File: config.mk
export PLATFORM = sky130hd
export DESIGN_NAME = program_loader
export DESIGN_NICKNAME = d
export VERILOG_FILES = /design/src/rtl/program_loader.sv
export SDC_FILE = /design/constraint.sdc
export NUM_CORES = 1
export LEC_CHECK = 0
export CAP_MARGIN = 25
export CORE_ASPECT_RATIO = 1.4
export CORE_MARGIN = 4
export CORE_UTILIZATION = 49
export CTS_CLUSTER_DIAMETER = 60
export DETAILED_ROUTE_END_ITERATION = 10
export GPL_TIMING_DRIVEN = 0
export PLACE_DENSITY = 0.76
export SYNTH_ARGS = -nofsm -noshare
export SYNTH_HDL_FRONTEND = slang
export SYNTH_SLANG_ARGS = --single-unit
File: constraint.sdc
create_clock -name clk -period 1.7 [get_ports clk]
set_input_delay 0.425 -clock clk [delete_from_list [all_inputs] [get_ports clk]]
set_output_delay 0.425 -clock clk [all_outputs]
set_load 0.02 [all_outputs]
File: src/rtl/program_loader.sv
// program_loader: boot loader from a byte-serial link into 64K-word memory.
// Optional checksum byte enabled by defining LOADER_CHECKSUM_EN.
module program_loader #(
    parameter int ADDR_WIDTH = 16,
    parameter int DATA_WIDTH = 16
) (
    input  logic                  clk,
    input  logic                  rst,
    input  logic [7:0]            rx_data,
    input  logic                  rx_valid,
    output logic                  rx_ready,
    output logic [ADDR_WIDTH-1:0] mem_addr,
    output logic [DATA_WIDTH-1:0] mem_data,
    output logic                  mem_we,
    output logic                  cpu_rst,
    output logic                  busy,
    output logic                  done,
    output logic                  err
);

`ifdef LOADER_CHECKSUM_EN
    typedef enum logic [3:0] {
        S_CNT_HI, S_CNT_LO, S_ADR_HI, S_ADR_LO,
        S_DAT_HI, S_DAT_LO, S_CSUM,
        S_FINISH, S_DONE, S_ERROR
    } state_t;
`else
    typedef enum logic [3:0] {
        S_CNT_HI, S_CNT_LO, S_ADR_HI, S_ADR_LO,
        S_DAT_HI, S_DAT_LO, S_DRAIN,
        S_FINISH, S_DONE
    } state_t;
`endif

    state_t                state_q, state_d;
    logic [7:0]            hi_q, hi_d;
    logic [15:0]           cnt_q, cnt_d;
    logic [ADDR_WIDTH-1:0] addr_q, addr_d;
    logic [DATA_WIDTH-1:0] data_q, data_d;
    logic                  we_q, we_d;
    logic                  ready_q, ready_d;
    logic                  cpu_rst_q, cpu_rst_d;
    logic                  busy_q, busy_d;
    logic                  done_q, done_d;
    logic                  acc;
`ifdef LOADER_CHECKSUM_EN
    logic [7:0]            csum_q, csum_d;
    logic                  err_q, err_d;
`endif

    assign acc      = rx_valid && ready_q;
    assign rx_ready = ready_q;
    assign mem_addr = addr_q;
    assign mem_data = data_q;
    assign mem_we   = we_q;
    assign cpu_rst  = cpu_rst_q;
    assign busy     = busy_q;
    assign done     = done_q;
`ifdef LOADER_CHECKSUM_EN
    assign err      = err_q;
`else
    assign err      = 1'b0;
`endif

    // Frame parser: next state, write strobe, address/count bookkeeping.
    always_comb begin
        state_d   = state_q;
        hi_d      = hi_q;
        cnt_d     = cnt_q;
        addr_d    = addr_q;
        data_d    = data_q;
        we_d      = 1'b0;
        cpu_rst_d = cpu_rst_q;
        busy_d    = busy_q;
        done_d    = done_q;
`ifdef LOADER_CHECKSUM_EN
        err_d     = err_q;
        csum_d    = csum_q;
        if (acc && state_q != S_CSUM) begin
            csum_d = csum_q ^ rx_data;
        end
`endif
        // Address advances on the edge that closes the write cycle.
        if (we_q) begin
            addr_d = addr_q + ADDR_WIDTH'(1);
        end
        if (acc) begin
            busy_d = 1'b1;
        end
        unique case (state_q)
            S_CNT_HI: begin
                if (acc) begin
                    hi_d    = rx_data;
                    state_d = S_CNT_LO;
                end
            end
            S_CNT_LO: begin
                if (acc) begin
                    cnt_d   = {hi_q, rx_data};
                    state_d = S_ADR_HI;
                end
            end
            S_ADR_HI: begin
                if (acc) begin
                    hi_d    = rx_data;
                    state_d = S_ADR_LO;
                end
            end
            S_ADR_LO: begin
                if (acc) begin
                    addr_d = ADDR_WIDTH'({hi_q, rx_data});
                    if (cnt_q == 16'd0) begin
`ifdef LOADER_CHECKSUM_EN
                        state_d = S_CSUM;
`else
                        state_d = S_FINISH;
`endif
                    end else begin
                        state_d = S_DAT_HI;
                    end
                end
            end
            S_DAT_HI: begin
                if (acc) begin
                    hi_d    = rx_data;
                    state_d = S_DAT_LO;
                end
            end
            S_DAT_LO: begin
                if (acc) begin
                    data_d = DATA_WIDTH'({hi_q, rx_data});
                    we_d   = 1'b1;
                    cnt_d  = cnt_q - 16'd1;
                    if (cnt_q == 16'd1) begin
`ifdef LOADER_CHECKSUM_EN
                        state_d = S_CSUM;
`else
                        state_d = S_DRAIN;
`endif
                    end else begin
                        state_d = S_DAT_HI;
                    end
                end
            end
`ifdef LOADER_CHECKSUM_EN
            S_CSUM: begin
                if (acc) begin
                    if (rx_data == csum_q) begin
                        state_d = S_FINISH;
                    end else begin
                        state_d = S_ERROR;
                        err_d   = 1'b1;
                        busy_d  = 1'b0;
                    end
                end
            end
            S_ERROR: begin
                state_d = S_ERROR;
            end
`else
            // Lets the final write cycle complete before FINISH.
            S_DRAIN: begin
                state_d = S_FINISH;
            end
`endif
            S_FINISH: begin
                state_d   = S_DONE;
                done_d    = 1'b1;
                cpu_rst_d = 1'b0;
                busy_d    = 1'b0;
            end
            S_DONE: begin
                state_d = S_DONE;
            end
            default: begin
                state_d = S_CNT_HI;
            end
        endcase
`ifdef LOADER_CHECKSUM_EN
        ready_d = state_d inside {S_CNT_HI, S_CNT_LO, S_ADR_HI,
                                 S_ADR_LO, S_DAT_HI, S_DAT_LO, S_CSUM};
`else
        ready_d = state_d inside {S_CNT_HI, S_CNT_LO, S_ADR_HI,
                                 S_ADR_LO, S_DAT_HI, S_DAT_LO};
`endif
    end

    // State and output registers with synchronous reset.
    always_ff @(posedge clk) begin
        if (rst) begin
            state_q   <= S_CNT_HI;
            hi_q      <= 8'h00;
            cnt_q     <= 16'h0000;
            addr_q    <= '0;
            data_q    <= '0;
            we_q      <= 1'b0;
            ready_q   <= 1'b0;
            cpu_rst_q <= 1'b1;
            busy_q    <= 1'b0;
            done_q    <= 1'b0;
`ifdef LOADER_CHECKSUM_EN
            csum_q    <= 8'h00;
            err_q     <= 1'b0;
`endif
        end else begin
            state_q   <= state_d;
            hi_q      <= hi_d;
            cnt_q     <= cnt_d;
            addr_q    <= addr_d;
            data_q    <= data_d;
            we_q      <= we_d;
            ready_q   <= ready_d;
            cpu_rst_q <= cpu_rst_d;
            busy_q    <= busy_d;
            done_q    <= done_d;
`ifdef LOADER_CHECKSUM_EN
            csum_q    <= csum_d;
            err_q     <= err_d;
`endif
        end
    end

endmodule

== Word level (Yosys, flattened, before mapping) ==
Index checks and enable logic that the tools add are counted.

* Register bits: 65
* Bits of input ports: 11
* Output and inout port bits: 38
* Logic and storage cells: 58

* $add $sub $neg: 2
* Eq/ne operators: 16
* Muxes and demuxes: 16
* Bitwise gates (word level): 1
* Reduce and logical (&&, ||, !) cells: 13

{| class="wikitable"
|+ Operators with widths
! cell !! number
|-
| 2-to-1 mux 16 bit || 5
|-
| case mux 16 bit (2 select lines) || 1
|-
| case mux 4 bit (8 select lines) || 1
|-
| == test 4 x 3 -> 1 bit, second input constant || 6
|-
| 2-to-1 mux 4 bit || 6
|-
| adder 16 x 1 -> 16 bit, second input constant || 1
|-
| == test 16 x 1 -> 1 bit, second input constant || 1
|-
| == test 4 x 2 -> 1 bit, second input constant || 4
|-
| zero test 16 bit || 1
|-
| subtractor 16 x 1 -> 16 bit, second input constant || 1
|-
| == test 4 x 1 -> 1 bit, second input constant || 2
|-
| zero test 4 bit || 2
|-
| nonzero test 6 bit || 1
|-
| OR reduction 2 bit || 3
|-
| == test 4 bit, second input constant || 1
|-
| 2-to-1 mux 2 bit || 2
|-
| != test 2 bit, second input constant || 2
|-
| AND reduction 2 bit || 2
|-
| AND reduction 3 bit || 1
|-
| OR reduction 3 bit || 1
|-
| nonzero test 2 bit || 1
|-
| logical AND 1 bit || 1
|-
| 2-to-1 mux 1 bit || 1
|-
| NOT 1 bit || 1
|}

== Longest topological paths before layout ==
* Word-level depth: 6
* Gate-level depth with buffers: 6

== Worst setup path after synthesis ==
OpenSTA, ideal clock, no wires.

* Kind: reg2reg
* From: register addr_q[0] (netlist: mem_addr[0])
* To: register addr_q[14] (netlist: mem_addr[14])
* Data arrival time: 1.792 ns
* Data required time: 1.609 ns
* Path slack: -0.183 ns
* Stages on the path, launching flop included: 6
* Path buffers: 0
* Cells stage by stage: dfxtp_1 ha_1 nand4_4 or3_1 or3_1 a311oi_1

* Longest elaborated chain between the ends: 4

{| class="wikitable"
|+ Ends and longest elaborated chain
! what !! line !! text
|-
| start: declaration || 38 || <nowiki>logic [ADDR_WIDTH-1:0] addr_q, addr_d;</nowiki>
|-
| start signal: assignment || 209 || <nowiki>addr_q <= addr_d;</nowiki>
|-
| adder 16 x 1 -> 16 bit (*) || 85 || <nowiki>addr_d = addr_q + ADDR_WIDTH'(1);</nowiki>
|-
| 2-to-1 mux 16 bit (*) || 84 || <nowiki>if (we_q) begin</nowiki>
|-
| 2-to-1 mux 16 bit || 110 || <nowiki>if (acc) begin</nowiki>
|-
| 2-to-1 mux 16 bit (*) || 90 || <nowiki>unique case (state_q)</nowiki>
|}

Mark *: on every way between the ends. The rest lies on a longest branch, timed or not.
A chain may end at the register's enable or synchronous reset.

== Worst setup path in the final report ==
* From: register cnt_q[8]
* To: register cnt_q[12]

* Longest elaborated chain between the ends: 3

{| class="wikitable"
|+ Ends and longest elaborated chain
! what !! line !! text
|-
| start: declaration || 37 || <nowiki>logic [15:0] cnt_q, cnt_d;</nowiki>
|-
| start signal: assignment || 208 || <nowiki>cnt_q <= cnt_d;</nowiki>
|-
| subtractor 16 x 1 -> 16 bit || 133 || <nowiki>cnt_d = cnt_q - 16'd1;</nowiki>
|-
| 2-to-1 mux 16 bit || 130 || <nowiki>if (acc) begin</nowiki>
|-
| case mux 16 bit (2 select lines) || 90 ||
|}

Every way passes these cells. The select of a mux whose other input is x is not followed.

==> impl_summary.log <==
INFO  metric status = complete, but fails checks
INFO  metric violations = negative setup slack
INFO  metric die_area = 8100 um2
INFO  metric yosys_most_used_dff = sky130_fd_sc_hd__dfxtp_1
INFO  metric finalHoldViolations = 0
INFO  metric report.final.slew_viol_count = 0
INFO  metric cts.clk_slew.worst_paths = 80 ps
INFO  metric final.setup_skew = around 10 ps
INFO  metric combinational_family_with_the_most_area_after_synthesis = simple AND/OR/NAND/NOR gates
INFO  metric die_height = roughly 100 um
INFO  metric initial_core_util = 50.0%
INFO  metric max-clock-path-buffers = 2
INFO  metric fin_util = roughly two thirds
INFO  metric detail-route-antenna-nets = 0
INFO  metric seq_cells_post_synth = between 60 and 70
INFO  metric dp.final_hpwl = a little under 7 mm
INFO  metric grt_pass1_vias = between 3000 and 4000
INFO  metric worst-setup-path-type = reg2reg
INFO  metric die_w = 77.2 um
INFO  metric clk-insertion-delay-late = 350 ps
INFO  metric vdd_ir_drop_max = ~0.00054 V
INFO  metric synth.avg_cell_area = between 8 and 9 um2
INFO  metric critical_path_required = 1960 ps
INFO  metric netlist-cell-type-count = slightly below 70
INFO  metric drt-total-wl = 9.92 mm
INFO  metric synth_mux_area_share = 1.22%
INFO  metric r2r_end = cnt_q[12]
INFO  metric viasPerCell = just over 6
INFO  metric drive_gt1_share = a little over a fifth
INFO  metric clockRootBuffer = sky130_fd_sc_hd__clkbuf_8
INFO  metric min-delay-path-class = reg2reg
INFO  metric cts_inserted_buffers = 9
INFO  metric synth_fa_ha_area_share = about 1.5%
INFO  metric ys_warn_count = 0
INFO  metric sort_of_element_at_the_end_of_the_critical_path = register
INFO  metric drcViolationCount = 0
INFO  metric layout.filler_cells = ~560
INFO  metric drt_iter0_drc = between 300 and 400
INFO  metric synth_area_leaders = sky130_fd_sc_hd__dfxtp_1 (40%), sky130_fd_sc_hd__nand2_1 (6.7%), sky130_fd_sc_hd__a21oi_1 (6.2%)
INFO  metric critical_path_arrival = around 2000 ps
INFO  metric global_route.overflow_total = 0
INFO  metric placement.io_buffers = between 40 and 50
INFO  metric num_antenna_cells = 0
INFO  metric design.portCount = between 40 and 50
INFO  metric multi_input_comb_area = ~2000 um2
INFO  metric post_synth_instance_area = 3290 um2
INFO  metric synth.yosys.seq_area_share = 39.6%
INFO  metric seqCellArea = around 1300 um2
INFO  metric cts.sinks = 65
INFO  metric worst_slew_pin_slew = 711 ps
INFO  metric ff2ff_path_depth = 4
INFO  metric hold_slack = roughly 450 ps
INFO  metric synth-edff-count = 0
INFO  metric cts_hold_repair.buffers = 0
INFO  metric mappedNetlistNets = 421
INFO  metric num_rows = 35
INFO  metric worst_slack_setup_final = -35.6 ps
INFO  metric hold_path_end = mem_data[13]
INFO  metric synth_compound_area_share = between 20% and 30%
INFO  metric wire_length_of_the_first_global_routing_pass = between 15 and 20 mm
INFO  metric final_critical_path_required_period = between 1500 and 2000 ps
INFO  metric power_leakage = approximately 1.7 nW
INFO  metric area_overhead_of_the_layout_relative_to_synthesis = 31.3%
INFO  metric detailed_router_iteration_count_before_antenna_repair = 8
INFO  metric maxClockFrequency = ~0.58 GHz
INFO  metric min_period_over_period = 102%
INFO  metric critical_path.reg2reg.startpoint = cnt_q[8]
INFO  metric yosys.area_share.simple = between 20 and 30%
INFO  metric min_path_cells = 2
INFO  metric core = 6570 um2
INFO  metric timing.final.setup_violations = 1
INFO  metric xor_and_xnor_fraction_of_the_mapped_netlist_area = under 10%
INFO  metric postSynth.asyncResetShare = 0%
INFO  metric post-synth-top-area-fraction = between 30% and 40%
INFO  metric ff2ff_setup_slack = -40 ps
INFO  metric dpl.cell_count = 527
INFO  metric setup_total_negative_slack = -35.6 ps
INFO  metric final_nets = 490
INFO  metric max_cap_violations = 0
INFO  metric grt_antenna_before_repair = 0
INFO  metric powerDensity = about 840 nW/um2
INFO  metric grt_setup_unrepaired = yes
INFO  metric worst_setup_path_start_kind = register
INFO  metric total_routing_usage_gr = 24.0%
INFO  metric worst_setup_slack_post_dpl = -860 ps
INFO  metric critPathMaxFanout = 8
INFO  metric instances_no_fill = 554
INFO  metric hp-start = mem_data[13]
INFO  metric post_synth_inst_count = 406
INFO  metric timing.slew.headroom = a little over half
INFO  metric gpl.final_weighted_congestion = around 0.90
INFO  metric clock_tree_from_tritoncts = done
INFO  metric vias = 3422
INFO  metric post-synth-top-area-cell = sky130_fd_sc_hd__dfxtp_1
INFO  metric grt_max_degree = 14
INFO  metric wl_per_cell = 17.9 um
INFO  metric cts-htree-levels = 3
==> routing by layer <==
layer  up-vias  wire length (um)  track usage, %
met2       149              5040            39.9
li1       1607                 -               -
met5         -                 0               0
met1      1641              4090            29.2
met4         0               296            13.4
met3        25               489            3.79
==> flip-flops by register name (all words and copies together), names as in the netlist <==
name and flops:
cnt_q 16, mem_addr 16, mem_data 16, hi_q 8, state_q 4, busy 1, cpu_rst 1, done 1
mem_we 1, rx_ready 1
==> cells in the mapped netlist (all sizes together) (3+ instances only) <==
master / instances
mux2i: 4
o311ai: 3
nor2: 40
nor3: 12
inv: 8
a211oi: 19
o21ai: 16
xor2: 3
ha: 4
or4: 4
nand3: 10
nor2b: 3
and4b: 3
xnor2: 11
clkbuf: 20
nand2: 59
and3: 3
or3: 7
a21oi: 41
dfxtp: 65
nand2b: 4
nor4: 10
and2: 4
nand4: 8
buf: 8
==> cells in the final DEF (no fill, tap or decap), types with 4 or more instances in the layout <==
cell type,synthesis,routed
sky130_fd_sc_hd__dlygate4sd2_1,0,38
sky130_fd_sc_hd__nor4_1,8,5
sky130_fd_sc_hd__clkbuf_2,0,9
sky130_fd_sc_hd__buf_2,5,4
sky130_fd_sc_hd__nor2_1,39,39
sky130_fd_sc_hd__nor4_2,1,4
sky130_fd_sc_hd__clkdlybuf4s50_1,0,9
sky130_fd_sc_hd__nand4_1,7,7
sky130_fd_sc_hd__nand3_1,10,9
sky130_fd_sc_hd__a211oi_1,18,17
sky130_fd_sc_hd__buf_4,1,19
sky130_fd_sc_hd__nand2b_1,4,4
sky130_fd_sc_hd__clkbuf_4,0,4
sky130_fd_sc_hd__or3_1,7,5
sky130_fd_sc_hd__inv_1,8,6
sky130_fd_sc_hd__nand2_1,59,57
sky130_fd_sc_hd__dfxtp_1,65,50
sky130_fd_sc_hd__nor3_1,11,11
sky130_fd_sc_hd__and2_1,4,4
sky130_fd_sc_hd__o21ai_0,14,13
sky130_fd_sc_hd__mux2i_1,4,4
sky130_fd_sc_hd__xnor2_1,11,11
sky130_fd_sc_hd__clkbuf_8,0,9
sky130_fd_sc_hd__a21oi_1,41,38
sky130_fd_sc_hd__dfxtp_2,0,12
==> where the power goes <==
part	internal (mW)	switching (mW)
registers	1.58	0.0863
clock network	0.691	0.670
logic	0.263	0.337
total	2.53	1.09
==> timing repair <==
action                                  in CTS  in global routing
endpoints found under the setup margin      97                 58
hold endpoints to repair                     0                  0
resized for setup                           72                 44
setup buffers                                7                  8
pin swaps                                    9                  9
==> critical path, stage by stage, from the launching register on <==
cell	delay, ps
sky130_fd_sc_hd__dfxtp_2	370
sky130_fd_sc_hd__nor4_1	650
sky130_fd_sc_hd__and3_1	280
sky130_fd_sc_hd__a211oi_1	90
sky130_fd_sc_hd__a311oi_1	260
==> kinds of logic (layout without fill, tap and decap cells) <==
group | Yosys count | count (layout)
simple gates | 177 | 177
compound gates | 104 | 104
flops | 65 | 65
buf+inv | 37 | 111
xor+xnor | 14 | 14
fa+ha+maj | 4 | 4
mux | 4 | 4
other cells | 1 | 1
==> area by class of cell <==
type	count	area share (%)
clock buffer	9	2.87
sequential	65	30.8
multi-input combinational	304	45.9
timing repair buffer	62	12.4
clock inverter	7	1.86
buffer	24	3.33
inverter	9	0.783
tap	74	2.14
==> stage by stage <==
step	power [mW]	instance area [um2]
6_report	3.62	4320
5_1_grt	3.75	4320
4_1_cts	3.56	4140
3_5_place_dp	2.20	3860
3_3_place_gp	2.19	3860
2_1_floorplan	2.03	3300
==> worst max-delay path by stage <==
| stage | from | end | slack, ps | depth (start not counted) |
|---|---|---|---|---|
| after floorplan | mem_we | mem_addr[14] | -60 | 5 |
| after global placement | rx_valid | mem_data[11] | -880 | 7 |
| after detailed placement | rx_valid | mem_data[10] | -860 | 7 |
| after CTS | cnt_q[8] | cnt_q[11] | 5 | 3 |
| after global routing | cnt_q[9] | cnt_q[11] | -50 | 4 |
| final | cnt_q[8] | cnt_q[12] | -40 | 4 |
Power figures use the tool's default switching activity.
